$ cat src/rtl/hpdmc_ddr16_wrpath.sv
// hpdmc_ddr16_wrpath
// -------------------
// Write-direction datapath for the DDR16 SDRAM PHY. It takes one 2*DQ_WIDTH
// word per sys_clk from the controller and splits it into rising-edge (d0)
// and falling-edge (d1) halves for the external ODDR2 primitives on DQ, DM
// and DQS. It also sequences the DQ/DQS output enables: write latency, then a
// one-cycle DQS preamble, BURST_WORDS data beats, and a one-cycle postamble.
//
// Ports
//   sys_clk, sys_rst_n   clock, asynchronous active-low reset
//   start                write command issued to the SDRAM this cycle
//   busy                 high whenever the sequencer is not idle
//   overrun              one-cycle pulse when a start was ignored
//   wr_data, wr_mask     write word / byte masks (upper half -> rising edge)
//   wr_ack               wr_data/wr_mask are sampled at this clock edge
//   dq_d0, dq_d1         DQ halves to ODDR2
//   dm_d0, dm_d1         DM halves to ODDR2 (1 = masked)
//   dqs_d0, dqs_d1       DQS levels to ODDR2
//   dq_oe, dqs_oe        tristate enables (1 = drive)
//
// Handshake: wr_ack is a pure acknowledge with no back-pressure. Whenever
// wr_ack is high the upstream must present a valid word on wr_data/wr_mask;
// that word is captured at the next rising edge and is driven on the pins in
// the following cycle. The upstream cannot stall the burst.
//
// Every output is either a register or a decode of registered state; no
// input reaches an output combinationally.

module hpdmc_ddr16_wrpath #(
    parameter int DQ_WIDTH      = 16,
    parameter int BURST_WORDS   = 4,
    parameter int WRITE_LATENCY = 1
) (
    input  logic                      sys_clk,
    input  logic                      sys_rst_n,
    input  logic                      start,
    output logic                      busy,
    output logic                      overrun,
    input  logic [2*DQ_WIDTH-1:0]     wr_data,
    input  logic [2*DQ_WIDTH/8-1:0]   wr_mask,
    output logic                      wr_ack,
    output logic [DQ_WIDTH-1:0]       dq_d0,
    output logic [DQ_WIDTH-1:0]       dq_d1,
    output logic [DQ_WIDTH/8-1:0]     dm_d0,
    output logic [DQ_WIDTH/8-1:0]     dm_d1,
    output logic [DQ_WIDTH/8-1:0]     dqs_d0,
    output logic [DQ_WIDTH/8-1:0]     dqs_d1,
    output logic                      dq_oe,
    output logic                      dqs_oe
);

    localparam int NB = DQ_WIDTH / 8;

    // The latency counter is loaded with WRITE_LATENCY-2 so that LAT lasts
    // WRITE_LATENCY-1 cycles and PRE lands exactly WRITE_LATENCY cycles
    // after the accepted start.
    localparam logic [2:0] LAT_INIT  = 3'((WRITE_LATENCY > 1) ? (WRITE_LATENCY - 2) : 0);
    localparam logic [3:0] BEAT_LAST = 4'(BURST_WORDS - 1);

    typedef enum logic [2:0] {
        S_IDLE = 3'd0,
        S_LAT  = 3'd1,
        S_PRE  = 3'd2,
        S_DATA = 3'd3,
        S_POST = 3'd4
    } state_t;

    state_t     state;
    state_t     state_nx;
    logic [2:0] lat_cnt;
    logic [2:0] lat_cnt_nx;
    logic [3:0] beat_cnt;
    logic [3:0] beat_cnt_nx;
    logic       accept;
    logic       ignored;

    // ------------------------------------------------------------------
    // State register
    // ------------------------------------------------------------------
    always_ff @(posedge sys_clk or negedge sys_rst_n) begin
        if (!sys_rst_n) begin
            state    <= S_IDLE;
            lat_cnt  <= '0;
            beat_cnt <= '0;
        end else begin
            state    <= state_nx;
            lat_cnt  <= lat_cnt_nx;
            beat_cnt <= beat_cnt_nx;
        end
    end

    // ------------------------------------------------------------------
    // Next-state logic
    // ------------------------------------------------------------------
    always_comb begin
        state_nx    = state;
        lat_cnt_nx  = lat_cnt;
        beat_cnt_nx = beat_cnt;
        accept      = 1'b0;
        ignored     = 1'b0;

        case (state)
            S_IDLE: begin
                accept = start;
            end
            S_LAT: begin
                ignored = start;
                if (lat_cnt == 3'd0) begin
                    state_nx = S_PRE;
                end else begin
                    lat_cnt_nx = lat_cnt - 3'd1;
                end
            end
            S_PRE: begin
                ignored     = start;
                state_nx    = S_DATA;
                beat_cnt_nx = 4'd0;
            end
            S_DATA: begin
                ignored = start;
                if (beat_cnt == BEAT_LAST) begin
                    state_nx = S_POST;
                end else begin
                    beat_cnt_nx = beat_cnt + 4'd1;
                end
            end
            S_POST: begin
                // A start here chains the next burst with no idle gap, so the
                // postamble runs straight into the next preamble or latency.
                state_nx = S_IDLE;
                accept   = start;
            end
            default: begin
                state_nx = S_IDLE;
            end
        endcase

        if (accept) begin
            if (WRITE_LATENCY > 1) begin
                state_nx   = S_LAT;
                lat_cnt_nx = LAT_INIT;
            end else begin
                state_nx   = S_PRE;
            end
        end
    end

    // ------------------------------------------------------------------
    // Decoded control outputs
    // ------------------------------------------------------------------
    // The word acked in PRE feeds the first DATA beat; the last DATA beat
    // is not acked because its successor cycle is the postamble.
    assign wr_ack = (state == S_PRE) ||
                    ((state == S_DATA) && (beat_cnt != BEAT_LAST));
    assign busy   = (state != S_IDLE);
    assign dq_oe  = (state == S_DATA);
    assign dqs_oe = (state == S_PRE) || (state == S_DATA) || (state == S_POST);

    // DQS toggles high/low within each DATA cycle; in preamble and postamble
    // it is driven low.
    assign dqs_d0 = (state == S_DATA) ? {NB{1'b1}} : {NB{1'b0}};
    assign dqs_d1 = {NB{1'b0}};

    // ------------------------------------------------------------------
    // Data / mask pipeline and overrun flag
    // ------------------------------------------------------------------
    // An acked word always lands in a DATA cycle; any non-acked cycle loads
    // the idle pattern (data 0, all bytes masked).
    always_ff @(posedge sys_clk or negedge sys_rst_n) begin
        if (!sys_rst_n) begin
            dq_d0   <= '0;
            dq_d1   <= '0;
            dm_d0   <= {NB{1'b1}};
            dm_d1   <= {NB{1'b1}};
            overrun <= 1'b0;
        end else begin
            overrun <= ignored;
            if (wr_ack) begin
                dq_d0 <= wr_data[2*DQ_WIDTH-1:DQ_WIDTH];
                dq_d1 <= wr_data[DQ_WIDTH-1:0];
                dm_d0 <= wr_mask[2*NB-1:NB];
                dm_d1 <= wr_mask[NB-1:0];
            end else begin
                dq_d0 <= '0;
                dq_d1 <= '0;
                dm_d0 <= {NB{1'b1}};
                dm_d1 <= {NB{1'b1}};
            end
        end
    end

endmodule

$ cat config.mk
export PLATFORM = sky130hd
export DESIGN_NAME = hpdmc_ddr16_wrpath
export DESIGN_NICKNAME = d
export VERILOG_FILES = /design/src/rtl/hpdmc_ddr16_wrpath.sv
export SDC_FILE = /design/constraint.sdc
export NUM_CORES = 1
export LEC_CHECK = 0
export CORE_MARGIN = 5
export CORE_UTILIZATION = 40
export DETAILED_ROUTE_END_ITERATION = 8
export PLACE_DENSITY = 0.79
export SLEW_MARGIN = 20
export SYNTH_ARGS = -nofsm -noshare
export SYNTH_HDL_FRONTEND = slang
export SYNTH_SLANG_ARGS = --single-unit
$ cat constraint.sdc
create_clock -name sys_clk -period 2.23 [get_ports sys_clk]
set_clock_uncertainty 0.05 [all_clocks]
set_input_delay 0.3345 -clock sys_clk [delete_from_list [all_inputs] [get_ports sys_clk]]
set_output_delay 0.3345 -clock sys_clk [all_outputs]
set_load 0.01 [all_outputs]
* Yosys cells after proc, flatten, opt, wreduce, memory -nomap -nowiden
Cells that the tools add are included.
** Storage, ports and cells
- Input port bits :: 39
- Bits in registers :: 47
- Output and inout bits :: 45
** Cells by class
- Mux-type cells :: 13
- Add/sub/neg operators :: 2
- Reductions and logical operators :: 13
- Bitwise operators :: 1
- Equality and inequality tests :: 10
** Operator list (count)
- $mux W16 :: 2
- $pmux W3 S4 :: 1
- $mux W3 :: 3
- $pmux W4 S2 :: 1
- $eq A3 B2 Y1 const B :: 2
- $logic_not A3 Y1 :: 2
- $mux W2 :: 3
- $add A4 B1 Y4 const B :: 1
- $eq A4 B2 Y1 const B :: 1
- $mux W4 :: 1
- $ne A2 B2 Y1 const B :: 2
- $ne A4 B2 Y1 const B :: 1
- $reduce_and A2 Y1 :: 2
- $eq A3 B1 Y1 const B :: 1
- $eq A3 B3 Y1 const B :: 1
- $logic_or A1 B1 Y1 :: 3
- $ne A3 B1 Y1 const B :: 1
- $ne A3 B3 Y1 const B :: 1
- $reduce_and A3 Y1 :: 1
- $reduce_bool A3 Y1 :: 1
- $reduce_or A3 Y1 :: 1
- $sub A3 B1 Y3 const B :: 1
- $mux W1 :: 2
- $reduce_bool A2 Y1 :: 1
- other kinds (3) :: 3

* Logic depth before layout (Yosys ltp)
- Depth after elaboration :: 5
- Depth in mapped cells :: 7

* Worst setup path after synthesis
OpenSTA, ideal clock, no wires.
- Path kind :: register to register
- Start point :: register lat_cnt[0]
- End point :: register lat_cnt[0]
- Clock period less this slack :: 1681 ps
- Arrival time :: 1508 ps
- Stages on the path, launching flop included :: 7
- Slack :: 549 ps
- Library setup time :: 122 ps
- Path buffers :: 1
- Data required time :: 2058 ps
- Cell sequence :: dfrtp_1 > inv_1 > ha_1 > ha_1 > or4b_1 > buf_4 > xnor2_2
** On the way
- Longest elaborated chain between the ends :: 3
** RTL lines
- start, declared :: line 70 : logic [2:0] lat_cnt;
- start signal, assigned :: line 87 : lat_cnt <= lat_cnt_nx;
- parallel branches: the longest is 3 deep, another holds $sub A3 B1 Y3
Parallel ways; which one is timed is not known.
A chain may end at the register's enable or synchronous reset.

* Final worst setup path
- Start point :: register beat_cnt[0]
- End point :: output wr_ack
** On the way
- Longest elaborated chain between the ends :: 3
** RTL lines
- start, declared :: line 72 : logic [3:0] beat_cnt;
- start signal, assigned :: line 88 : beat_cnt <= beat_cnt_nx;
- $ne A4 B2 Y1 :: line 154 : ((state == S_DATA) && (beat_cnt != BEAT_LAST));
- $logic_and A1 B1 Y1 :: line 154
- $logic_or A1 B1 Y1 :: line 153 : assign wr_ack = (state == S_PRE) ||
- end, declared :: line 41 : output logic wr_ack,
No other way between the ends.

==> run_results.csv <==
group,metric,value,unit
yosys,synth_area_per_cell,13.20,um^2
floorplanning,design.core.area,0.004324,mm^2
sta,finalHoldWorstSlack,0.4427,ns
routing,routed_wire_length_per_instance,13.85,um
floorplanning,std_cell_rows,24,
yosys,ys.warnings.count,0,
routing,routed-via-count,1188,
placement,placedCellCount,262,
power_and_ir_drop,clkPwrFrac,0.161,
clock_tree,clock_root_buffer_master,"clkbuf_8",
routing,drc,0,
yosys,mappedNetlistArea,0.001782,mm^2
placement,worst_setup_slack_after_placement,0.2028,ns
cells_and_area,final_layout_size_suffix_gt1_frac,0.1055,
cells_and_area,flow.area_growth_from_synthesis,51.62,%
sta,layout_setup_ws,0.1652,ns
yosys,yosys_register_bits,47,
yosys,synth_largest_area_cell,"dfrtp_1",
cells_and_area,postLayoutCoreUtil,0.6247,
power_and_ir_drop,pwr_density_cell,1145,mW/mm^2
power_and_ir_drop,sw_frac_of_total,0.3030,
clock_tree,cts.clk_slew.worst_paths,0.08,ns
placement,gpl.final_weighted_congestion,0.7235,
run_status,status,"complete, no violations",
yosys,synth_top_area_share,0.6039,
clock_tree,cts.sinks,47,
global_routing,grt_use_total,0.1324,
global_routing,via_count_of_the_first_global_routing_pass,1199,
global_routing,grt.overflow.total,0,
sta,timing.final.crit_period,2.065,ns
cells_and_area,final_net_count,260,
placement,dp.final_hpwl,2.899,mm
cells_and_area,antennaDiodeCount,0,
clock_tree,clk_path_buf_depth,2,
global_routing,grt_max_degree,37,
yosys,synth_enable_flop_cells,0,
sta,fmaxAchievable,484.3,MHz
power_and_ir_drop,power.sequential.fraction,0.404,
sta,final_max_slew_viol_count,0,
placement,port_buffers,81,
yosys,synth_top_cells_by_count,"dfrtp_1 (43), and2_1 (32), buf_4 (6)",
power_and_ir_drop,leakagePower,1.185,nW
floorplanning,die_w,76.74,um
clock_tree,cts_setup_buffers,0,
cells_and_area,seqCellArea,0.001181,mm^2
sta,period_share,0.9259,
worst_setup_path,critical_path.endpoint_type,"output pin",
worst_setup_path,worst_ep_arrival_time,1.68,ns
clock_tree,clock_tree_from_tritoncts,"yes",
yosys,synth.yosys.seq_area_share,0.6629,
yosys,synthDistinctLibCells,30,
clock_tree,clock_latency_on_the_worst_skew_pair,0.29,ns
power_and_ir_drop,comb_power_share,0.435,
power_and_ir_drop,switchingPower,0.9372,mW
routing,antenna_left,0,
floorplanning,fp.dieArea,0.005889,mm^2
cells_and_area,fillCellCount,347,
worst_setup_path,critical_path.max_stage_delay,0.40,ns
yosys,synth_most_common_cell,"dfrtp_1",
floorplanning,die_y,76.74,um
routing,detail_route.wirelength,3.739,mm
floorplanning,initial_utilization,0.4120,
routing,drt_pass1_iterations,4,
flow_run,drv_cap,0,
sta,grt_setup_unrepaired,"no",
sta,setup_violations_final,0,
clock_tree,cts_buffers,5,
sta,final-hold-violation-count,0,
floorplanning,top_level_ports,84,
clock_tree,cts-htree-levels,2,
cells_and_area,finalNonFillerCells,270,
global_routing,number_of_antenna_violations_at_the_first_check_in_global_routing,0,
worst_setup_path,cell_with_the_largest_stage_delay_on_the_worst_path,"dfrtp_1",
yosys,synth_async_sr_flop_share,1.000,
worst_setup_path,maximum_fanout_count_along_the_critical_path,4,
routing,drt-initial-drc-count,67,
worst_setup_path,start_kind,"flop",
yosys,post_synth_inst_count,135,
yosys,ys_dominant_reg_cell,"dfrtp_1",
worst_setup_path,worstPathCellList,"ha_1, nor3b_2, a21o_2, inv_4, dlygate4sd2_1",
routing,routed_via_density,4.400,
hold_path,min-delay-path-class,"flop to flop",
global_routing,grt_first_pass_wirelength,5.906,mm
worst_setup_path,critPathRequiredTime,1.85,ns
sta,setup_tns,0,ns
power_and_ir_drop,p_int,2.155,mW
cells_and_area,area_of_combinational_cells_with_multiple_inputs,504.2,um^2
yosys,netlist_top_cells_area,"dfrtp_1 (60%), and2_1 (11%), dfstp_2 (5.9%), buf_4 (2.5%), ha_1 (2.1%)",
worst_setup_path,startpoint_to_endpoint_class_of_the_critical_path,"flop to output pin",
power_and_ir_drop,vdd_ir_drop_max,0.0006242,V
## worst max-delay path, delay by kind of cell, from the launching register on
kind | cells | cell delay [ns]
AOI/OAI and AO/OA | 1 | 0.26
adders and majority gates | 1 | 0.22
DFF | 1 | 0.40
buffers and inverters | 2 | 0.33
and+or+nand+nor | 1 | 0.18
## worst paths after layout
check                                          to  slack [ns]                    start  depth (start not counted)
hold / removal             lat_cnt[1]$_DFFE_PN0P_        0.44   lat_cnt[1]$_DFFE_PN0P_                          2
max in group asynchronous      dm_d0[1]$_DFF_PN1_        1.06                sys_rst_n                          3
hold reg to reg            lat_cnt[1]$_DFFE_PN0P_        0.44   lat_cnt[1]$_DFFE_PN0P_                          2
setup reg to reg           lat_cnt[2]$_DFFE_PN0P_        0.40   lat_cnt[0]$_DFFE_PN0P_                          6
min in group asynchronous      dq_d0[1]$_DFF_PN0_        0.48                sys_rst_n                          2
setup / recovery                           wr_ack        0.17  beat_cnt[0]$_DFFE_PN0P_                          5
## logic make-up (layout without fill, tap and decap cells)
| family | count (synthesis) | count (layout) | share of synthesized area |
|---|---|---|---|
| other | 1 | 2 | 0.002105 |
| xor gates and xnor gates | 1 | 1 | 0.009132 |
| DFF | 47 | 47 | 0.6629 |
| muxes | 1 | 1 | 0.006320 |
| adders and majority gates | 3 | 3 | 0.02107 |
| buffers and inverters | 14 | 96 | 0.05618 |
| and+or+nand+nor | 61 | 61 | 0.2142 |
| AOI/OAI and AO/OA | 7 | 7 | 0.02809 |
## sequential cells by signal, summed over array words and instances (netlist names)
register,cells
dq_d0,16
beat_cnt,4
dm_d1,2
dq_d1,16
state,3
dm_d0,2
overrun,1
lat_cnt,3
## routing by layer
layer	track usage	vias to the layer above	part of all wire
li1	-	582	-
met1	0.1235	547	0.33
met2	0.2131	54	0.48
met3	0.09485	5	0.16
met4	0.06818	0	0.021
met5	0	-	0
## power groups by stage
stage	registers (mW)	logic, mW	clock network [mW]
floorplan	1.38	0.555	0
global placement	1.25	1.37	0
detailed placement	1.27	1.37	0
CTS	1.25	1.38	0.515
global route	1.28	1.46	0.557
finish	1.25	1.34	0.499
## layout by cell type (no fill, tap or decap), types with 3 or more instances in the layout
master,instances
nand3_1,3
nor2_1,3
inv_1,4
clkdlybuf4s50_1,79
nand2b_1,5
dfrtp_1,43
nand2_1,5
dfstp_2,4
ha_1,3
clkbuf_8,6
and2_1,32
## final cells by class
type	instances	share of cell area
Clock inverter	1	0.001853
Clock buffer	6	0.03057
Tap cell	52	0.02409
Multi-Input combinational cell	75	0.1867
Inverter	5	0.007874
Timing Repair Buffer	84	0.3117
Sequential cell	47	0.4372
## through the flow
stage	instance area, um^2	total power, mW
detailed placement	2605	2.645
finish	2701	3.093
CTS	2701	3.147
global placement	2605	2.624
floorplan	1785	1.934
global route	2701	3.296
## repair_timing
item,in CTS,in global routing
gates resized for setup,1,0
setup endpoints to repair,1,0
hold buffers,1,0
endpoints found under the hold margin,20,0
Power figures use the tool's default switching activity.
